**src/rtl/tomasulo_pkg.sv**
```systemverilog
// Shared definitions for the Tomasulo front end.
//  - opcode encodings (inst[3:0])
//  - reservation-station class codes carried on iss_cls
//  - issue-queue FSM state encoding
//  - decode helpers used by the slot-select chain
package tomasulo_pkg;

   localparam logic [3:0] OP_ADD = 4'b0000;
   localparam logic [3:0] OP_SUB = 4'b0001;
   localparam logic [3:0] OP_BNE = 4'b0010;
   localparam logic [3:0] OP_LD  = 4'b0011;
   localparam logic [3:0] OP_SD  = 4'b0100;

   localparam logic [1:0] CLS_ADD = 2'b00;
   localparam logic [1:0] CLS_LD  = 2'b01;
   localparam logic [1:0] CLS_SD  = 2'b10;

   typedef enum logic [0:0] {
      ST_RUN     = 1'b0,
      ST_BR_WAIT = 1'b1
   } iq_state_t;

   // Every opcode above OP_SD is undefined and gets discarded at the head.
   function automatic logic op_legal(input logic [3:0] op);
      return (op <= OP_SD);
   endfunction

   // ADD, SUB and BNE all execute in the adder reservation stations.
   function automatic logic [1:0] op_cls(input logic [3:0] op);
      logic [1:0] cls;
      cls = CLS_ADD;
      if (op == OP_LD)
         cls = CLS_LD;
      else if (op == OP_SD)
         cls = CLS_SD;
      return cls;
   endfunction

endpackage

```
**src/rtl/tomasulo_issue_queue_slot_select.sv**
```systemverilog
// iq_slot_select: combinational in-order issue chain over the ISSUE_W oldest
// queue entries.
// Ports:
//  enable      in   dispatch permitted this cycle (Run, FSM in RUN, out of reset)
//  count       in   occupied queue entries
//  head_op     in   opcodes of entries head+0 .. head+ISSUE_W-1
//  add_free    in   free adder-RS entries
//  ld_free     in   free load-buffer entries
//  sd_free     in   free store-buffer entries
//  slot_valid  out  per-slot dispatch
//  slot_cls    out  per-slot class (zero for slots not dispatched)
//  illegal     out  an illegal opcode is consumed this cycle
//  deq_cnt     out  entries leaving the queue (dispatched + illegal-consumed)
//  bne_issued  out  a BNE dispatched this cycle
module iq_slot_select
   import tomasulo_pkg::*;
#(
   parameter int ISSUE_W = 2,
   parameter int CNT_W   = 2,
   parameter int OCC_W   = 5
) (
   input  logic                   enable,
   input  logic [OCC_W-1:0]       count,
   input  logic [ISSUE_W*4-1:0]   head_op,
   input  logic [CNT_W-1:0]       add_free,
   input  logic [CNT_W-1:0]       ld_free,
   input  logic [CNT_W-1:0]       sd_free,
   output logic [ISSUE_W-1:0]     slot_valid,
   output logic [ISSUE_W*2-1:0]   slot_cls,
   output logic                   illegal,
   output logic [CNT_W-1:0]       deq_cnt,
   output logic                   bne_issued
);

   // alive[i]: every older slot dispatched and none of them was a BNE.
   logic [ISSUE_W-1:0]            alive;
   logic [ISSUE_W-1:0]            slot_ill;
   logic [ISSUE_W-1:0]            slot_bne;
   // Same-class slots already dispatched ahead of slot i this cycle.
   logic [ISSUE_W-1:0][CNT_W-1:0] add_used;
   logic [ISSUE_W-1:0][CNT_W-1:0] ld_used;
   logic [ISSUE_W-1:0][CNT_W-1:0] sd_used;

   assign alive[0]    = enable;
   assign add_used[0] = '0;
   assign ld_used[0]  = '0;
   assign sd_used[0]  = '0;

   genvar gi;
   generate
      for (gi = 0; gi < ISSUE_W; gi++) begin : g_slot
         logic [3:0] op;
         logic [1:0] cls;
         logic       exists;
         logic       legal;
         logic       credit_ok;

         assign op     = head_op[gi*4 +: 4];
         assign cls    = op_cls(op);
         assign legal  = op_legal(op);
         assign exists = (count > OCC_W'(gi));

         always_comb begin
            credit_ok = (add_free > add_used[gi]);
            if (cls == CLS_LD)
               credit_ok = (ld_free > ld_used[gi]);
            else if (cls == CLS_SD)
               credit_ok = (sd_free > sd_used[gi]);
         end

         assign slot_valid[gi]         = alive[gi] && exists && legal && credit_ok;
         // An illegal entry is consumed only where the chain actually reaches it;
         // it is never dispatched and it ends the chain for this cycle.
         assign slot_ill[gi]           = alive[gi] && exists && !legal;
         assign slot_bne[gi]           = slot_valid[gi] && (op == OP_BNE);
         assign slot_cls[gi*2 +: 2]    = slot_valid[gi] ? cls : CLS_ADD;

         if (gi < ISSUE_W - 1) begin : g_next
            assign alive[gi+1]    = slot_valid[gi] && !slot_bne[gi];
            assign add_used[gi+1] = add_used[gi] + CNT_W'(slot_valid[gi] && (cls == CLS_ADD));
            assign ld_used[gi+1]  = ld_used[gi]  + CNT_W'(slot_valid[gi] && (cls == CLS_LD));
            assign sd_used[gi+1]  = sd_used[gi]  + CNT_W'(slot_valid[gi] && (cls == CLS_SD));
         end
      end
   endgenerate

   assign illegal    = |slot_ill;
   assign bne_issued = |slot_bne;

   always_comb begin
      deq_cnt = '0;
      for (int i = 0; i < ISSUE_W; i++)
         deq_cnt = deq_cnt + CNT_W'(slot_valid[i] | slot_ill[i]);
   end

endmodule

```
**src/rtl/tomasulo_issue_queue.sv**
```systemverilog
// tomasulo_issue_queue: in-order instruction queue with ISSUE_W-wide dispatch
// into the adder RS, load buffer and store buffer.  Dispatch stalls behind a
// BNE until it resolves; a taken branch flushes everything queued.
// Ports:
//  Clock, Reset      clock (rising edge), synchronous active-low reset
//  Run               dispatch enable (enqueue is independent of it)
//  enq_valid/inst    instruction from fetch; enq_ready accepts it
//  add/ld/sd_free    free entries per class this cycle
//  iss_valid/inst/cls  per-slot dispatch, slot 0 = oldest
//  br_resolve/taken  resolution of the outstanding BNE
//  illegal           pulse: undefined opcode discarded at the head
//  count             occupied entries
module tomasulo_issue_queue
   import tomasulo_pkg::*;
#(
   parameter  int INST_W  = 16,
   parameter  int DEPTH   = 16,
   parameter  int ISSUE_W = 2,
   localparam int CNT_W   = $clog2(ISSUE_W + 1),
   localparam int PTR_W   = $clog2(DEPTH),
   localparam int OCC_W   = PTR_W + 1
) (
   input  logic                        Clock,
   input  logic                        Reset,
   input  logic                        Run,
   input  logic                        enq_valid,
   input  logic [INST_W-1:0]           enq_inst,
   output logic                        enq_ready,
   input  logic [CNT_W-1:0]            add_free,
   input  logic [CNT_W-1:0]            ld_free,
   input  logic [CNT_W-1:0]            sd_free,
   output logic [ISSUE_W-1:0]          iss_valid,
   output logic [ISSUE_W*INST_W-1:0]   iss_inst,
   output logic [ISSUE_W*2-1:0]        iss_cls,
   input  logic                        br_resolve,
   input  logic                        br_taken,
   output logic                        illegal,
   output logic [OCC_W-1:0]            count
);

   logic [INST_W-1:0]          mem [DEPTH];
   logic [PTR_W-1:0]           head_reg, head_next;
   logic [PTR_W-1:0]           tail_reg, tail_next;
   logic [OCC_W-1:0]           count_reg, count_next;
   iq_state_t                  state_reg, state_next;

   logic                       enq_fire;
   logic                       flush;
   logic                       dispatch_en;
   logic                       bne_issued;
   logic                       slot_illegal;
   logic [CNT_W-1:0]           deq_cnt;
   logic [ISSUE_W-1:0]         slot_valid;
   logic [ISSUE_W*2-1:0]       slot_cls;
   logic [ISSUE_W*INST_W-1:0]  head_inst;
   logic [ISSUE_W*4-1:0]       head_op;

   assign flush       = (state_reg == ST_BR_WAIT) && br_resolve && br_taken;
   // A taken resolve blocks enqueue so the flushed queue comes back truly empty.
   assign enq_ready   = Reset && (count_reg != OCC_W'(DEPTH)) && !(br_resolve && br_taken);
   assign enq_fire    = enq_valid && enq_ready;
   assign dispatch_en = Reset && Run && (state_reg == ST_RUN);

   genvar gi;
   generate
      for (gi = 0; gi < ISSUE_W; gi++) begin : g_head
         // Pointer arithmetic wraps naturally at PTR_W bits.
         assign head_inst[gi*INST_W +: INST_W] = mem[head_reg + PTR_W'(gi)];
         assign head_op[gi*4 +: 4]             = head_inst[gi*INST_W +: 4];
         assign iss_inst[gi*INST_W +: INST_W]  =
            slot_valid[gi] ? head_inst[gi*INST_W +: INST_W] : '0;
      end
   endgenerate

   iq_slot_select #(
      .ISSUE_W (ISSUE_W),
      .CNT_W   (CNT_W),
      .OCC_W   (OCC_W)
   ) u_slot_select (
      .enable     (dispatch_en),
      .count      (count_reg),
      .head_op    (head_op),
      .add_free   (add_free),
      .ld_free    (ld_free),
      .sd_free    (sd_free),
      .slot_valid (slot_valid),
      .slot_cls   (slot_cls),
      .illegal    (slot_illegal),
      .deq_cnt    (deq_cnt),
      .bne_issued (bne_issued)
   );

   assign iss_valid = slot_valid;
   assign iss_cls   = slot_cls;
   assign illegal   = slot_illegal;
   assign count     = count_reg;

   // Storage is not reset; occupancy alone decides which entries are live.
   always_ff @(posedge Clock) begin
      if (enq_fire)
         mem[tail_reg] <= enq_inst;
   end

   always_ff @(posedge Clock) begin
      if (!Reset) begin
         head_reg  <= '0;
         tail_reg  <= '0;
         count_reg <= '0;
         state_reg <= ST_RUN;
      end else begin
         head_reg  <= head_next;
         tail_reg  <= tail_next;
         count_reg <= count_next;
         state_reg <= state_next;
      end
   end

   always_comb begin
      state_next = state_reg;
      head_next  = head_reg + PTR_W'(deq_cnt);
      tail_next  = tail_reg + PTR_W'(enq_fire);
      count_next = count_reg + OCC_W'(enq_fire) - OCC_W'(deq_cnt);

      case (state_reg)
         ST_RUN: begin
            // A dispatched BNE is always the youngest slot of its cycle.
            if (bne_issued)
               state_next = ST_BR_WAIT;
         end
         ST_BR_WAIT: begin
            if (br_resolve)
               state_next = ST_RUN;
         end
         default: state_next = ST_RUN;
      endcase

      // No dispatch happens in BR_WAIT and enqueue is blocked, so the
      // flush simply collapses the queue onto the tail.
      if (flush) begin
         head_next  = tail_reg;
         count_next = '0;
      end
   end

endmodule

```
**config.mk**
```make
export PLATFORM = sky130hd
export DESIGN_NAME = tomasulo_issue_queue
export DESIGN_NICKNAME = d
export VERILOG_FILES = /design/src/rtl/tomasulo_pkg.sv /design/src/rtl/tomasulo_issue_queue_slot_select.sv /design/src/rtl/tomasulo_issue_queue.sv
export SDC_FILE = /design/constraint.sdc
export NUM_CORES = 1
export LEC_CHECK = 0
export CORE_AREA = 10 10 168 170
export DETAILED_ROUTE_END_ITERATION = 10
export DIE_AREA = 0 0 178 180
export DONT_BUFFER_PORTS = 1
export GPL_TIMING_DRIVEN = 0
export PLACE_DENSITY = 0.81
export SETUP_SLACK_MARGIN = 0.5
export SYNTH_ARGS = -nofsm -noshare
export SYNTH_HDL_FRONTEND = slang
export SYNTH_SLANG_ARGS = --single-unit
```
**constraint.sdc**
```tcl
create_clock -name Clock -period 8.2 [get_ports Clock]
set_clock_uncertainty 0.1 [all_clocks]
set_input_delay 0.82 -clock Clock [delete_from_list [all_inputs] [get_ports Clock]]
set_output_delay 0.82 -clock Clock [all_outputs]
set_load 0.02 [all_outputs]
```
After elaboration in Yosys (flattened, before gate mapping)
Memory sizes are Yosys's and may differ from the RTL's. A register that Yosys moved wholly into a read port is not among the register bits.
Index checks and enable logic that the tools add are counted.
{"block": "word_totals", "mem_count": 1, "regBits": 14, "out_inout_bits": 45, "wordCells": 85, "ram_bits": 256, "inputBits": 28}
{"block": "op_classes", "muxes": 19, "n_lt_le_gt_ge": 10, "reduce_logical": 30, "addsub": 6, "n_bitwise": 4, "eq_ne": 11}
{"name": "mem", "depth": 16, "width": 16, "read_ports": 2, "rd_ports_with_merged_regs": 1, "wr": 1, "line": "tomasulo_issue_queue.sv:41", "rtl": "logic [INST_W-1:0] mem [DEPTH];"}
{"operator": "$mux 16", "n": 2}
{"operator": "$logic_and 1x1->1", "n": 22}
{"operator": "$eq 4x2->1 const B", "n": 4}
{"operator": "$mux 2", "n": 6}
{"operator": "$gt 5x1->1 const B", "n": 2}
{"operator": "$eq 4x3->1 const B", "n": 2}
{"operator": "$le 4x3->1 const B", "n": 2}
{"operator": "$mux 1", "n": 8}
{"operator": "$mux 4", "n": 2}
{"operator": "$gt 2x1->1", "n": 3}
{"operator": "$gt 2x1->1 const B", "n": 3}
{"operator": "$reduce_or 2->1", "n": 3}
{"operator": "$add 5x1->5", "n": 1}
{"operator": "$ne 5x5->1 const B", "n": 1}
{"operator": "$sub 5x2->5", "n": 1}
{"operator": "$add 4x1->4", "n": 1}
{"operator": "$add 4x1->4 const B", "n": 1}
{"operator": "$add 4x2->4", "n": 1}
{"operator": "$eq 2x1->1 const B", "n": 2}
{"operator": "$eq 2x2->1 const B", "n": 2}
{"operator": "$logic_not 1->1", "n": 4}
{"operator": "$add 2x2->2", "n": 1}
{"operator": "$logic_not 2->1", "n": 1}
{"operator": "$not 1->1", "n": 2}
{"operator": "other kinds (2)", "n": 3}

Longest topological paths before layout
{"block": "depth", "ltp_word": 18, "depth_mapped": 26, "ltp_nobuf": 23}

By module
A second synthesis with hierarchy kept.
{"block": "unflattened", "cells_unflattened": 705, "area_unflattened_um2": 13103.8}
{"module": "tomasulo_issue_queue", "instances": 1, "cells_per_inst": 646, "seq_area_each_um2": 7967.6, "area_each_um2": 12688.4}
{"module": "iq_slot_select", "instances": 1, "cells_per_inst": 59, "seq_area_each_um2": 0.0, "area_each_um2": 415.4}

Worst setup path after synthesis
No wires, ideal clock.
{"block": "synth_timing", "path_type": "reg2reg", "from": "register head_reg[0]", "to": "register count_reg[4] (netlist: count[4])", "setup_time_ns": 0.070, "arrival_time_ns": 5.726, "synth_period_minus_slack_ns": 5.896, "slack_ns": 2.304, "stages_incl_launch_ff": 25, "cell_sequence": "dfxtp_1 -> buf_6 -> mux4_2 -> mux4_2 -> or3_1 -> a22oi_1 -> a311o_1 -> clkbuf_1 -> nor2_1 -> ha_1 -> nor2_1 -> nor2_1 -> a21oi_1 -> o21ai_2 -> buf_2 -> o31ai_1 -> ha_1 -> ha_1 -> inv_1 -> ha_1 -> fa_1 -> a21oi_1 -> nor2_1 -> or3_1 -> a21oi_1"}
{"block": "synth_between", "elab_chain_len": 12, "elab_cells_between_ends": 18}
{"item": "start: declaration", "line": "tomasulo_issue_queue.sv:42", "rtl": "logic [PTR_W-1:0] head_reg, head_next;"}
{"item": "start signal: assignment", "line": "tomasulo_issue_queue.sv:111", "rtl": "head_reg <= head_next;"}
{"item": "$add 4x1->4 (*)", "line": "tomasulo_issue_queue.sv:68", "rtl": "assign head_inst[gi*INST_W +: INST_W] = mem[head_reg + PTR_W'(gi)];"}
{"item": "$mem_v2 16x16 (*)"}
{"item": "$eq 4x3->1", "line": "tomasulo_pkg.sv:34", "rtl": "else if (op == OP_SD)"}
{"item": "$mux 2", "line": "tomasulo_pkg.sv:34"}
{"item": "$mux 2", "line": "tomasulo_pkg.sv:32", "rtl": "if (op == OP_LD)"}
{"item": "$eq 2x2->1", "line": "tomasulo_issue_queue_slot_select.sv:67", "rtl": "else if (cls == CLS_SD)"}
{"item": "$mux 1", "line": "tomasulo_issue_queue_slot_select.sv:67"}
{"item": "$mux 1", "line": "tomasulo_issue_queue_slot_select.sv:65", "rtl": "if (cls == CLS_LD)"}
{"item": "$logic_and 1x1->1", "line": "tomasulo_issue_queue_slot_select.sv:71", "rtl": "assign slot_valid[gi] = alive[gi] && exists && legal && credit_ok;"}
{"item": "$or 1x1->1 (*)", "line": "tomasulo_issue_queue_slot_select.sv:93", "rtl": "deq_cnt = deq_cnt + CNT_W'(slot_valid[i] | slot_ill[i]);"}
{"item": "$add 2x2->2 (*)", "line": "tomasulo_issue_queue_slot_select.sv:93"}
{"item": "$sub 5x2->5 (*)", "line": "tomasulo_issue_queue.sv:122", "rtl": "count_next = count_reg + OCC_W'(enq_fire) - OCC_W'(deq_cnt);"}
{"item": "end signal: assignment", "line": "tomasulo_issue_queue.sv:113", "rtl": "count_reg <= count_next;"}
{"item": "end: declaration", "line": "tomasulo_issue_queue.sv:44", "rtl": "logic [OCC_W-1:0] count_reg, count_next;"}
Mark *: on every way between the ends. The rest lies on a longest branch, timed or not.
A chain may end at the register's enable or synchronous reset.

Worst setup path after layout
Same ends and word-level chain as after synthesis.

==> results.sh <==
export IMPL_post_cts_buffers=0
export IMPL_vias=8555
export IMPL_hold_class="in2reg"
export IMPL_p_sw_mw=1.45
export IMPL_die_area_sq_um=32000
export IMPL_irDropWorstVdd_mv=0.172
export IMPL_p_int_mw=2.86
export IMPL_cts_sinks=270
export IMPL_finalSetupViolCount=0
export IMPL_die_x_um=178
export IMPL_core_rowCount=58
export IMPL_postRouteAntennaNets=0
export IMPL_final_cells=1181
export IMPL_synth_most_common_cell="edfxtp_1"
export IMPL_ctsRootBufferMaster="clkbuf_16"
export IMPL_routed_wl_um=37800
export IMPL_async_flop_share=0
export IMPL_worstSetupPathType="reg2reg"
export IMPL_cts_tree="done"
export IMPL_yosysWarnings=0
export IMPL_fin_nets=884
export IMPL_ys_top_cells_by_area="edfxtp_1 57%, mux4_2 17%, mux2i_1 5.7%, dfxtp_1 2.1%, o221ai_1 1.6%"
export IMPL_gp_congestion=0.889
export IMPL_cp_end_kind="flip-flop"
export IMPL_netlist_cell_type_count=59
export IMPL_syn_to_final_growth_pct=11.8
export IMPL_critPathMaxFanout=10
export IMPL_reg2reg_slack_ns=0.93
export IMPL_start_util=0.538
export IMPL_power_density_nw_per_um2=288
export IMPL_path_buf_inv=4
export IMPL_clockBufferDepth=3
export IMPL_antenna_found_initial=2
export IMPL_p_total_mw=4.31
export IMPL_synth_edf_count=256
export IMPL_critical_path_max_stage_delay_ns=0.70
export IMPL_coreArea_sq_um=24900
export IMPL_grt_use_met3=0.0526
export IMPL_grt_start_max_net_pins=17
export IMPL_grt_pass1_wl_um=55100
export IMPL_grt_usage=0.231
export IMPL_slowest_stage="o21ai_2"
export IMPL_synth_area_leader_cell="edfxtp_1"
export IMPL_drv_slew=0
export IMPL_p_comb_frac=0.376
export IMPL_htreeDepth=1
export IMPL_synthCells=786
export IMPL_critPathArrivalTime_ns=7.64
export IMPL_worst_pin_slew_ns=1.28
export IMPL_clk_pin_slew_worst_paths_ns=0.06
export IMPL_dp_hpwl_um=26100
export IMPL_max_slew_margin=0.147
export IMPL_ys_seq_elements=270
export IMPL_status="complete, no violations"
export IMPL_largest_reg_flops=256
export IMPL_tns_ns=0
export IMPL_grtUsageMet1=0.301
export IMPL_die_h_um=180
export IMPL_dpl_cell_area_sq_um=14200
export IMPL_drtIter0Drc=1226
export IMPL_swShare=0.336
export IMPL_synth_top_cell_area_share=0.574
export IMPL_fill_cells=1708
export IMPL_wl_per_cell_um=32.0
export IMPL_avgSynthCellArea_sq_um=17.0
export IMPL_worst_hold_slack_ns=0.254
export IMPL_maxCapViolations=0
export IMPL_critPathTopFamily="compound AO/OA/AOI/OAI gates"
export IMPL_min_period_ns=7.27
export IMPL_first_pass_iters=5
export IMPL_synth_common_cells="256 x edfxtp_1, 104 x mux4_2, 76 x mux2i_1"
export IMPL_port_buffer_count=0
export IMPL_cp_data_required_time_ns=8.57
export IMPL_seq_area_sq_um=7970
export IMPL_netlist_area_sq_um=13400
export IMPL_timing_critical_path_cells="buf_6 > mux4_2 > mux4_2 > o211a_1 > o2111ai_1 > a311o_1 > clkbuf_1 > nor2_1 > ha_1 > nor2_1 > nor2_1 > a21oi_1 > o21ai_2 > buf_2 > o31ai_1 > ha_1 > ha_1 > inv_1 > ha_1 > fa_1 > a21oi_1 > nor2_1 > or3_1 > a21oi_1"
export IMPL_numPlacedInstances=1137
export IMPL_seqPwrFrac=0.363
export IMPL_ctsHoldBuffers=0
export IMPL_total_leakage_power_nw=4.63
export IMPL_period_share=0.887
export IMPL_insertion_delay_ns=0.55
export IMPL_post_cts_resized=0
export IMPL_startpoint_type="flip-flop"
export IMPL_drc=0
export IMPL_layout_drive_gt1_share=0.268
export IMPL_multiInputGateArea_sq_um=5150
export IMPL_fin_area_sq_um=15000
export IMPL_grt_pass1_vias=8407
export IMPL_p_clk_frac=0.261
export IMPL_cts_buffers=28
export IMPL_seq_area_frac_synth=0.595
export IMPL_grtUsageMet2=0.364
export IMPL_viasPerCell=7.24
export IMPL_io_pin_count=73
export IMPL_synthFlopType="edfxtp_1"
export IMPL_grt_overflow=0
export IMPL_grt_busiest_layer="met2"
export IMPL_rsz0062_at_grt="no"
export IMPL_fmax_mhz=138
export IMPL_finalHoldViolations=0
cells in the final DEF (no fill, tap or decap), drive strengths merged, types with 2 or more instances in the layout:
cell / instances
mux2: 4
clkbuf: 52
o21ai: 9
inv: 15
or3: 5
nand2b: 3
buf: 54
and3: 2
clkinv: 10
nor3: 6
nor2: 34
xor2: 2
a21oi: 13
edfxtp: 256
mux4: 104
o22a: 3
dfxtp: 14
nor4b: 12
mux2i: 76
o221ai: 25
conb: 2
a221oi: 5
a22oi: 5
fa: 2
o211a: 5
nor2b: 8
nor4: 5
ha: 17
a221o: 4
nand3: 7
o22ai: 15
nand2: 31
a211oi: 12
o31ai: 2
o2111ai: 2
and2: 6
xnor2: 7
a22o: 2
cell type report:
cell class,instances,share of cell area
Multi-Input combinational cell,448,0.344
Sequential cell,270,0.532
Clock buffer,32,0.0478
Antenna cell,1,0.000167
Timing Repair Buffer,20,0.0211
Buffer,54,0.0185
Clock inverter,11,0.00501
Inverter,15,0.00376
Tap cell,330,0.0276
worst register-to-register path: cells and delay by family (launching register included):
family,cells,cell delay [ns]
AOI/OAI and AO/OA,8,2.10
adders and majority gates,5,1.65
buffers and inverters,4,1.25
DFF,1,0.44
muxes,2,1.07
and+or+nand+nor,5,0.62
kinds of logic after synthesis:
group                    share of synthesized area
buffers and inverters                       0.0247
XOR/XNOR                                   0.00728
flip-flops                                   0.595
multiplexers                                 0.235
AO/OA/AOI/OAI                               0.0649
other                                     0.000280
AND/OR/NAND/NOR                             0.0543
adder cells (fa/ha/maj)                     0.0189
worst paths after layout:
| path | startpoint | end | depth (start not counted) |
|---|---|---|---|
| max | head_reg[0]$_SDFF_PN0_ | count[4]$_SDFF_PP0_ | 24 |
| min | enq_inst[5] | mem[8][5]$_DFFE_PP_ | 0 |
| max reg2reg | head_reg[0]$_SDFF_PN0_ | count[4]$_SDFF_PP0_ | 24 |
| min reg2reg | tail_reg[0]$_SDFF_PN0_ | head_reg[0]$_SDFF_PN0_ | 2 |
power groups by stage:
stage | Sequential [mW] | Combinational [mW] | Clock (mW)
3_5_place_dp | 1.59 | 1.58 | 0
5_1_grt | 1.57 | 1.70 | 1.18
2_1_floorplan | 1.58 | 1.17 | 0
4_1_cts | 1.56 | 1.59 | 1.13
3_3_place_gp | 1.59 | 1.54 | 0
6_report | 1.56 | 1.62 | 1.12
per-stage QoR:
step           setup WS [ns]   util
2_1_floorplan           2.30      -
3_3_place_gp            1.18  0.555
3_5_place_dp            1.01  0.570
4_1_cts                0.967  0.601
5_1_grt                0.605  0.602
6_report               0.928  0.602
routing by layer:
| layer | vias up | wire length [um] |
|---|---|---|
| li1 | 3391 | - |
| met1 | 4367 | 13400 |
| met2 | 671 | 18100 |
| met3 | 126 | 4640 |
| met4 | 0 | 1760 |
| met5 | - | 0 |
Power figures use the tool's default switching activity.
